$ cat src/rtl/fifo_drain_ctrl.sv
// Read-side drain sequencer: pops FIFO words one at a time into a byte-serial TX, bursting above AE or flushing stale residue.
// Pop-to-TX-start is 3 cycles nominal; stalls in LOAD while tx_active_i is high and never holds more than one word in flight.
module fifo_drain_ctrl #(
  parameter int WIDTH        = 8,
  parameter int DEPTH        = 4,
  parameter int AE_LEVEL     = 1,
  parameter int FLUSH_CYCLES = 1000,
  parameter int GAP_CYCLES   = 0,
  parameter int DV_TIMEOUT   = 4
) (
  input  logic                     clk_i,
  input  logic                     rstn_i,
  input  logic                     enable_i,
  input  logic                     fifo_empty_i,
  input  logic                     fifo_AE_i,
  output logic                     fifo_rd_en_o,
  input  logic                     fifo_rd_dv_i,
  input  logic [WIDTH-1:0]         fifo_rd_data_i,
  output logic [$clog2(DEPTH)-1:0] AE_level_o,
  output logic                     tx_dv_o,
  output logic [WIDTH-1:0]         tx_byte_o,
  input  logic                     tx_active_i,
  input  logic                     tx_done_i,
  output logic                     busy_o,
  output logic                     err_o,
  output logic [15:0]              words_sent_o
);

  localparam int LW       = $clog2(DEPTH);
  localparam int FW       = $clog2(FLUSH_CYCLES + 1);
  localparam int TW       = $clog2(DV_TIMEOUT);
  localparam int GW       = (GAP_CYCLES > 1) ? $clog2(GAP_CYCLES) : 1;
  localparam int GAP_LAST = (GAP_CYCLES > 0) ? GAP_CYCLES - 1 : 0;

  typedef enum logic [2:0] {IDLE, POP, WAIT_DV, LOAD, WAIT_TX, GAP} state_t;

  state_t           state_q, state_d;
  logic [FW-1:0]    flush_q, flush_d;
  logic [GW-1:0]    gap_q, gap_d;
  logic [TW-1:0]    tmo_q, tmo_d;
  logic             burst_q, burst_d;
  logic             err_q, err_d;
  logic             tx_dv_q, tx_dv_d;
  logic [WIDTH-1:0] byte_q, byte_d;
  logic [15:0]      words_q, words_d;
  logic             start;
  logic             more;

  assign start = enable_i && !fifo_empty_i &&
                 (!fifo_AE_i || (flush_q == FW'(FLUSH_CYCLES)) || burst_q);
  assign more  = enable_i && !fifo_empty_i;

  always_comb begin
    state_d = state_q;
    flush_d = flush_q;
    gap_d   = gap_q;
    tmo_d   = tmo_q;
    burst_d = burst_q;
    err_d   = err_q;
    tx_dv_d = 1'b0;
    byte_d  = byte_q;
    words_d = words_q;
    unique case (state_q)
      IDLE: begin
        if (start) begin
          state_d = POP;
          burst_d = 1'b1;
          flush_d = '0;
        end else if (fifo_empty_i) begin
          flush_d = '0;
        end else if (fifo_AE_i && (flush_q != FW'(FLUSH_CYCLES))) begin
          flush_d = flush_q + 1'b1;
        end
      end
      POP: begin
        state_d = WAIT_DV;
        tmo_d   = '0;
      end
      WAIT_DV: begin
        if (fifo_rd_dv_i) begin
          byte_d  = fifo_rd_data_i;
          state_d = LOAD;
        end else if (tmo_q == TW'(DV_TIMEOUT - 1)) begin
          // The popped word is lost; report it and fall back rather than hang
          err_d   = 1'b1;
          burst_d = 1'b0;
          state_d = IDLE;
        end else begin
          tmo_d = tmo_q + 1'b1;
        end
      end
      LOAD: begin
        if (!tx_active_i) begin
          tx_dv_d = 1'b1;
          state_d = WAIT_TX;
        end
      end
      WAIT_TX: begin
        if (tx_done_i) begin
          words_d = words_q + 16'd1;
          if (GAP_CYCLES > 0) begin
            gap_d   = '0;
            state_d = GAP;
          end else if (more) begin
            state_d = POP;
          end else begin
            burst_d = 1'b0;
            state_d = IDLE;
          end
        end
      end
      GAP: begin
        if (gap_q == GW'(GAP_LAST)) begin
          if (more) begin
            state_d = POP;
          end else begin
            burst_d = 1'b0;
            state_d = IDLE;
          end
        end else begin
          gap_d = gap_q + 1'b1;
        end
      end
      default: state_d = IDLE;
    endcase
  end

  always_ff @(posedge clk_i) begin
    if (!rstn_i) begin
      state_q <= IDLE;
      flush_q <= '0;
      gap_q   <= '0;
      tmo_q   <= '0;
      burst_q <= 1'b0;
      err_q   <= 1'b0;
      tx_dv_q <= 1'b0;
      byte_q  <= '0;
      words_q <= '0;
    end else begin
      state_q <= state_d;
      flush_q <= flush_d;
      gap_q   <= gap_d;
      tmo_q   <= tmo_d;
      burst_q <= burst_d;
      err_q   <= err_d;
      tx_dv_q <= tx_dv_d;
      byte_q  <= byte_d;
      words_q <= words_d;
    end
  end

  assign fifo_rd_en_o = (state_q == POP);
  assign AE_level_o   = LW'(AE_LEVEL);
  assign tx_dv_o      = tx_dv_q;
  assign tx_byte_o    = byte_q;
  assign busy_o       = (state_q != IDLE);
  assign err_o        = err_q;
  assign words_sent_o = words_q;

endmodule

$ cat config.mk
export PLATFORM = sky130hd
export DESIGN_NAME = fifo_drain_ctrl
export DESIGN_NICKNAME = d
export VERILOG_FILES = /design/src/rtl/fifo_drain_ctrl.sv
export SDC_FILE = /design/constraint.sdc
export NUM_CORES = 1
export LEC_CHECK = 0
export BUFFER_PORTS_ARGS = -buffer_cell sky130_fd_sc_hd__buf_4
export CORE_ASPECT_RATIO = 1.25
export CORE_MARGIN = 5
export CORE_UTILIZATION = 53
export CTS_CLUSTER_DIAMETER = 60
export DETAILED_ROUTE_END_ITERATION = 7
export PLACE_DENSITY = 0.86
export SETUP_SLACK_MARGIN = 0.15
export SLEW_MARGIN = 5
export SYNTH_ARGS = -nofsm -noshare
export SYNTH_HDL_FRONTEND = slang
export SYNTH_SLANG_ARGS = --single-unit
export TNS_END_PERCENT = 5
$ cat constraint.sdc
create_clock -name clk_i -period 2 [get_ports clk_i]
set_clock_uncertainty 0.05 [all_clocks]
set_input_delay 0.1 -clock clk_i [delete_from_list [all_inputs] [get_ports clk_i]]
set_output_delay 0.1 -clock clk_i [all_outputs]
set_load 0.02 [all_outputs]
# Word-level counts from Yosys, hierarchy flattened
# Cells that the tools add are included.
# Widths: inputs -> output; s select.
[totals]
register_bits = 43
latch_bits = 0
mem_bits_rw = 0
romBits = 0
inputBits = 16
output_inout_bits = 30
wordCells = 73
memories = 0
[classes]
addsub = 4
n_mul = 0
div_mod_pow = 0
magnitude_cmp = 0
n_eq_ne = 16
shift = 0
n_mux = 23
n_bitwise = 1
n_reduce_logical = 20
[op_table]
columns = ["cell", "n"]
rows = [
  ["$mux 10", 3],
  ["$mux 3", 6],
  ["$pmux 3 s6", 1],
  ["$add 16x1->16 const B", 1],
  ["$ne 2x2->1 const B", 7],
  ["$add 10x1->10 const B", 1],
  ["$eq 10x10->1 const B", 1],
  ["$ne 10x10->1 const B", 1],
  ["$mux 1", 9],
  ["$reduce_and 2->1", 4],
  ["$eq 3x2->1 const B", 2],
  ["$eq 3x3->1 const B", 2],
  ["$reduce_and 3->1", 2],
  ["$reduce_and 6->1", 1],
  ["$reduce_bool 3->1", 2],
  ["$reduce_and 5->1", 1],
  ["$mux 2", 2],
  ["$pmux 1 s4", 1],
  ["$pmux 2 s2", 1],
  ["$reduce_bool 4->1", 1],
  ["$eq 3x1->1 const B", 1],
  ["$logic_and 1x1->1", 3],
  ["$logic_not 3->1", 1],
  ["$ne 3x3->1 const B", 1],
  ["other kinds (7)", 9],
]

# Depth between registers and ports, before layout
[logic_depth]
depth_word = 6
ltp_mapped = 7
ltp_nobuf = 7

# Worst setup path before layout
# Ideal clock, no wire load.
[synth_path]
path_type = "flip-flop to flip-flop"
start = "register flush_q[0]"
end = "register flush_q[2]"
setup_time_ns = 0.116
t_arrival_ns = 1.690
required_ns = 1.834
setup_slack_ns = 0.144
path_stages_with_launch = 8
path_buffers = 0
synth_period_minus_slack_ns = 1.856
cell_sequence = "dfxtp_1 -> inv_1 -> ha_1 -> nand4b_4 -> o31ai_1 -> a2111oi_4 -> and4b_1 -> a31o_2"
[synth_via]
elab_chain_len = 6
elab_cells_between_ends = 12
classes_between = "add/sub: 1; eq/ne: 2; mux: 3; reduce/logical: 6"
[synth_rtl]
columns = ["element", "line", "rtl"]
rows = [
  ["start: declaration", "38", "logic [FW-1:0] flush_q, flush_d;"],
  ["start signal: assignment", "141", "flush_q <= flush_d;"],
  ["branches (longest 6 deep; another with $add 10x1->10)", "n/a", ""],
]
# Parallel ways; which one is timed is not known. The select of a mux whose other input is x is not followed.
# A chain may end at the register's enable or synchronous reset.

# Worst setup path after layout
[layout_path]
start = "register flush_q[0]"
end = "register state_q[0]"
[layout_via]
elab_chain_len = 6
[layout_rtl]
columns = ["element", "line", "rtl"]
rows = [
  ["$eq 10x10->1", "50", "(!fifo_AE_i || (flush_q == FW'(FLUSH_CYCLES)) || burst_q);"],
  ["$logic_or 1x1->1 (2 in series)", "50", ""],
  ["$logic_and 1x1->1", "49", "assign start = enable_i && !fifo_empty_i &&"],
  ["$ne 2x2->1 (no line)", "n/a", ""],
  ["$reduce_and 5->1 (no line)", "n/a", ""],
  ["end signal: assignment", "140", "state_q <= state_d;"],
  ["end: declaration", "37", "state_t state_q, state_d;"],
]
# No other way between the ends.

==> key figures <==
Flow run
  • Max-Cap Viols: 0

Yosys
  • #FFs+latches synth: 42
  • Ys Warns: 0
  • Syn avg cell area: 8.34 um2
  • Post-synthesis sequential area ratio: between 40% and 50%
  • Syn Inst Count: 247
  • Most used DFF post-synth: dfxtp_1
  • Asr flop ratio synth: 0%
  • Syn nets: 267
  • Post-synth cell types: between 40 and 50
  • EDFF count, synth: 0
  • Mapped Area: slightly above 2000 um2

Power
  • Leak pwr: 1.10 nW
  • Flop pwr share: 41.1%
  • Worst VDD drop: 0.000560 V
  • Switching portion of total power: 33.6%
  • Power Density: 850 nW/um2
  • Comb pwr share: around a third
  • Clock group share of total power: 24.9%
  • Internal power: 1.51 mW
  • Total power: 2.27 mW
  • Switch Pwr: roughly 0.76 mW

Timing
  • Max Freq: 540 MHz
  • Fin crit share: 92.7%
  • Setup_tns: 0 ns
  • Minimum clock period: 1.85 ns
  • Final Hold Fails: 0
  • Final max-slew violation count: 0
  • Unrepaired setup endpoints after global routing: yes
  • Final setup violation count: 0

GRT
  • Vias in the first global route: 1845
  • Largest net degree at the start of global routing: 20
  • Initial antenna violation count: 0
  • First-pass GRT wire length: 7580 um
  • All-layer global routing usage: between 10% and 20%
  • Total gr overflow: 0

Worst hold path
  • Hold crit path type: in2reg

Floorplan
  • Die ar.: 5240 um2
  • Initial Util: around 54%
  • Site row count: 25
  • Boundary Pins: 46
  • Chip width: 65.8 um
  • Die Y: 79.7 um
  • Placeable core region: 3780 um2

Outcome
  • Status: completed

Cells and area
  • Nets@finish: 321
  • Area grow syn2layout: 29.6%
  • Filler Cells Inserted: 312
  • Share of layout cells above drive strength 1: 28.5%
  • Layout Cells excl Fill: about 360
  • Ant. Diodes: 0

Critical path
  • Slowest cell delay on critical path: 0.32 ns
  • Required @ worst endpoint: about 2.1 ns
  • Bufs and invs on worst path: 1
  • Crit-path leading delay family: compound AO/OA/AOI/OAI gates
  • CP Max Fanout: 4
  • Worst-path cell chain: inv_1 > ha_2 > nand4b_4 > o311ai_4 > a21oi_2 > or2_2 > o221a_2
  • Crit path capture type: flip-flop
  • Crit start category: flip-flop
  • Slowest CP cell: dfxtp_2
  • CP Data Arrival Time: 1.99 ns
  • Critical path type: reg2reg

Place
  • GPL Wtd Cong: 0.814
  • DP Cell Count: 341
  • Detailed Place HPWL: roughly 3500 um
  • Port Buffers: 43

CTS
  • CTS tree: done
  • Sink Count: 42
  • H-Tree Depth: 2
  • Reg clk slew, reported paths: roughly 0.080 ns
  • CTS Buf Count: 5
  • Longest Clk Path Bufs: 2
  • Clock latency on the worst-skew pair: 0.29 ns
  • CTS Root Cell: clkbuf_8

Drt
  • Antenna Violating Nets Remaining: 0
  • Drt first pass iters: 5
  • Vias per cell: 5.51
  • DR WL/cell: 13.1 um
  • DRT iter0 DRCs: 76
  • Total Wirelength: 4650 um
  • Via count: ~2.0k
  • # DRC: 0
routing by layer:
layer	track usage (%)	share of wire (%)	vias up
met5	0	0	-
li1	-	-	977
met1	17.8	38	908
met4	6.22	1.2	0
met3	4.37	5.8	9
met2	35.3	55	68
synthesized netlist by cell type (2+ instances only):
master | count | area (um2)
nor2b_1 | 6 | 37.5
nand3_1 | 3 | 15.0
nand2b_1 | 7 | 43.8
a21oi_1 | 24 | 120
dfxtp_1 | 42 | 841
xnor2_1 | 5 | 43.8
xor2_1 | 4 | 35.0
clkbuf_1 | 6 | 22.5
nand4_1 | 7 | 43.8
buf_2 | 2 | 10.0
nand2_1 | 36 | 135
nor2_1 | 23 | 86.3
inv_1 | 5 | 18.8
or3_1 | 4 | 25.0
and3_1 | 6 | 37.5
buf_4 | 2 | 15.0
mux2i_1 | 4 | 40.0
conb_1 | 2 | 7.51
nor3_1 | 13 | 65.1
a32o_1 | 3 | 30.0
ha_1 | 4 | 50.1
o211ai_1 | 2 | 15.0
and4b_1 | 2 | 20.0
and2_1 | 2 | 12.5
a31o_2 | 2 | 17.5
o21ai_0 | 10 | 50.1
o21a_1 | 2 | 15.0
layout by cell type (no fill, tap or decap), drive strengths merged, types with 3 or more instances in the layout:
cell type / n
nand3: 3
xor2: 4
nor2: 23
xnor2: 5
buf: 57
and3: 6
mux2i: 4
or3: 4
nand2: 36
nand4: 7
inv: 5
clkbuf: 6
nor3: 13
dfxtp: 42
nor2b: 6
a21oi: 25
o21ai: 10
ha: 4
a32o: 3
nand2b: 7
worst reg2reg max path: stages (launching register included):
cell      delay [ns]
dfxtp_2         0.32
inv_1           0.06
ha_2            0.19
nand4b_4        0.12
o311ai_4        0.31
a21oi_2         0.12
or2_2           0.29
o221a_2         0.29
sequential cells by signal, indices dropped and copies added (netlist names):
name and cells:
words_sent_o 16, flush_q 10, tx_byte_o 8, state_q 3
tmo_q 2, burst_q 1, err_o 1, tx_dv_o 1
final timing paths:
kind / start / end / slack, ns / cells after the start
max: flush_q[0] / state_q[0] / 0.15 / 7
min: fifo_rd_data_i[7] / tx_byte_o[7] / 0.008 / 3
max reg2reg: flush_q[0] / state_q[0] / 0.15 / 7
min reg2reg: tx_byte_o[1] / tx_byte_o[1] / 0.40 / 2
repair_timing:
action	4_1_cts	5_1_grt
setup buffers	2	4
hold buffers	1	0
resized for setup	6	9
pin swaps	5	6
endpoints found under the setup margin	15	19
endpoints found under the hold margin	1	0
final cells by class:
| type | instances | area (um2) | area share, % |
|---|---|---|---|
| clock buffer | 6 | 82.6 | 3.09 |
| clock inverter | 2 | 12.5 | 0.468 |
| inverter | 5 | 18.8 | 0.703 |
| multi-input combinational | 189 | 1190 | 44.7 |
| sequential | 42 | 846 | 31.7 |
| tap | 54 | 67.6 | 2.53 |
| timing repair buffer | 58 | 449 | 16.8 |
cell families (layout without fill, tap and decap cells):
kind of cell               Yosys count  after routing  synth area share [%]
AOI/OAI and AO/OA                   54             54                  18.5
xor gates and xnor gates             9              9                  3.82
adders and majority gates            4              4                  2.43
buffers and inverters               16             71                  3.40
DFF                                 42             42                  40.8
muxes                                4              4                  1.94
other                                2              2                 0.364
and+or+nand+nor                    116            116                  28.8
metrics by stage:
| step | worst slack, ns | area [um2] | utilization [%] | hold WS, ns |
|---|---|---|---|---|
| after global placement | 0.0296 | 2460 | 65.1 | 0.223 |
| after global routing | 0.0458 | 2670 | 70.6 | 0.0121 |
| after floorplan | 0.162 | 2070 | - | 0.128 |
| final | 0.147 | 2670 | 70.6 | 0.00831 |
| after CTS | 0.143 | 2600 | 68.8 | 0.00363 |
| after detailed placement | 0.0290 | 2460 | 65.1 | 0.237 |
power groups by stage:
stage	logic [mW]	registers, mW	clock network, mW
after floorplan	0.455	0.972	0
after global placement	0.679	0.942	0
after detailed placement	0.695	0.947	0
after CTS	0.712	0.926	0.578
after global routing	0.848	0.942	0.618
final	0.772	0.934	0.566
Power figures use the tool's default switching activity.
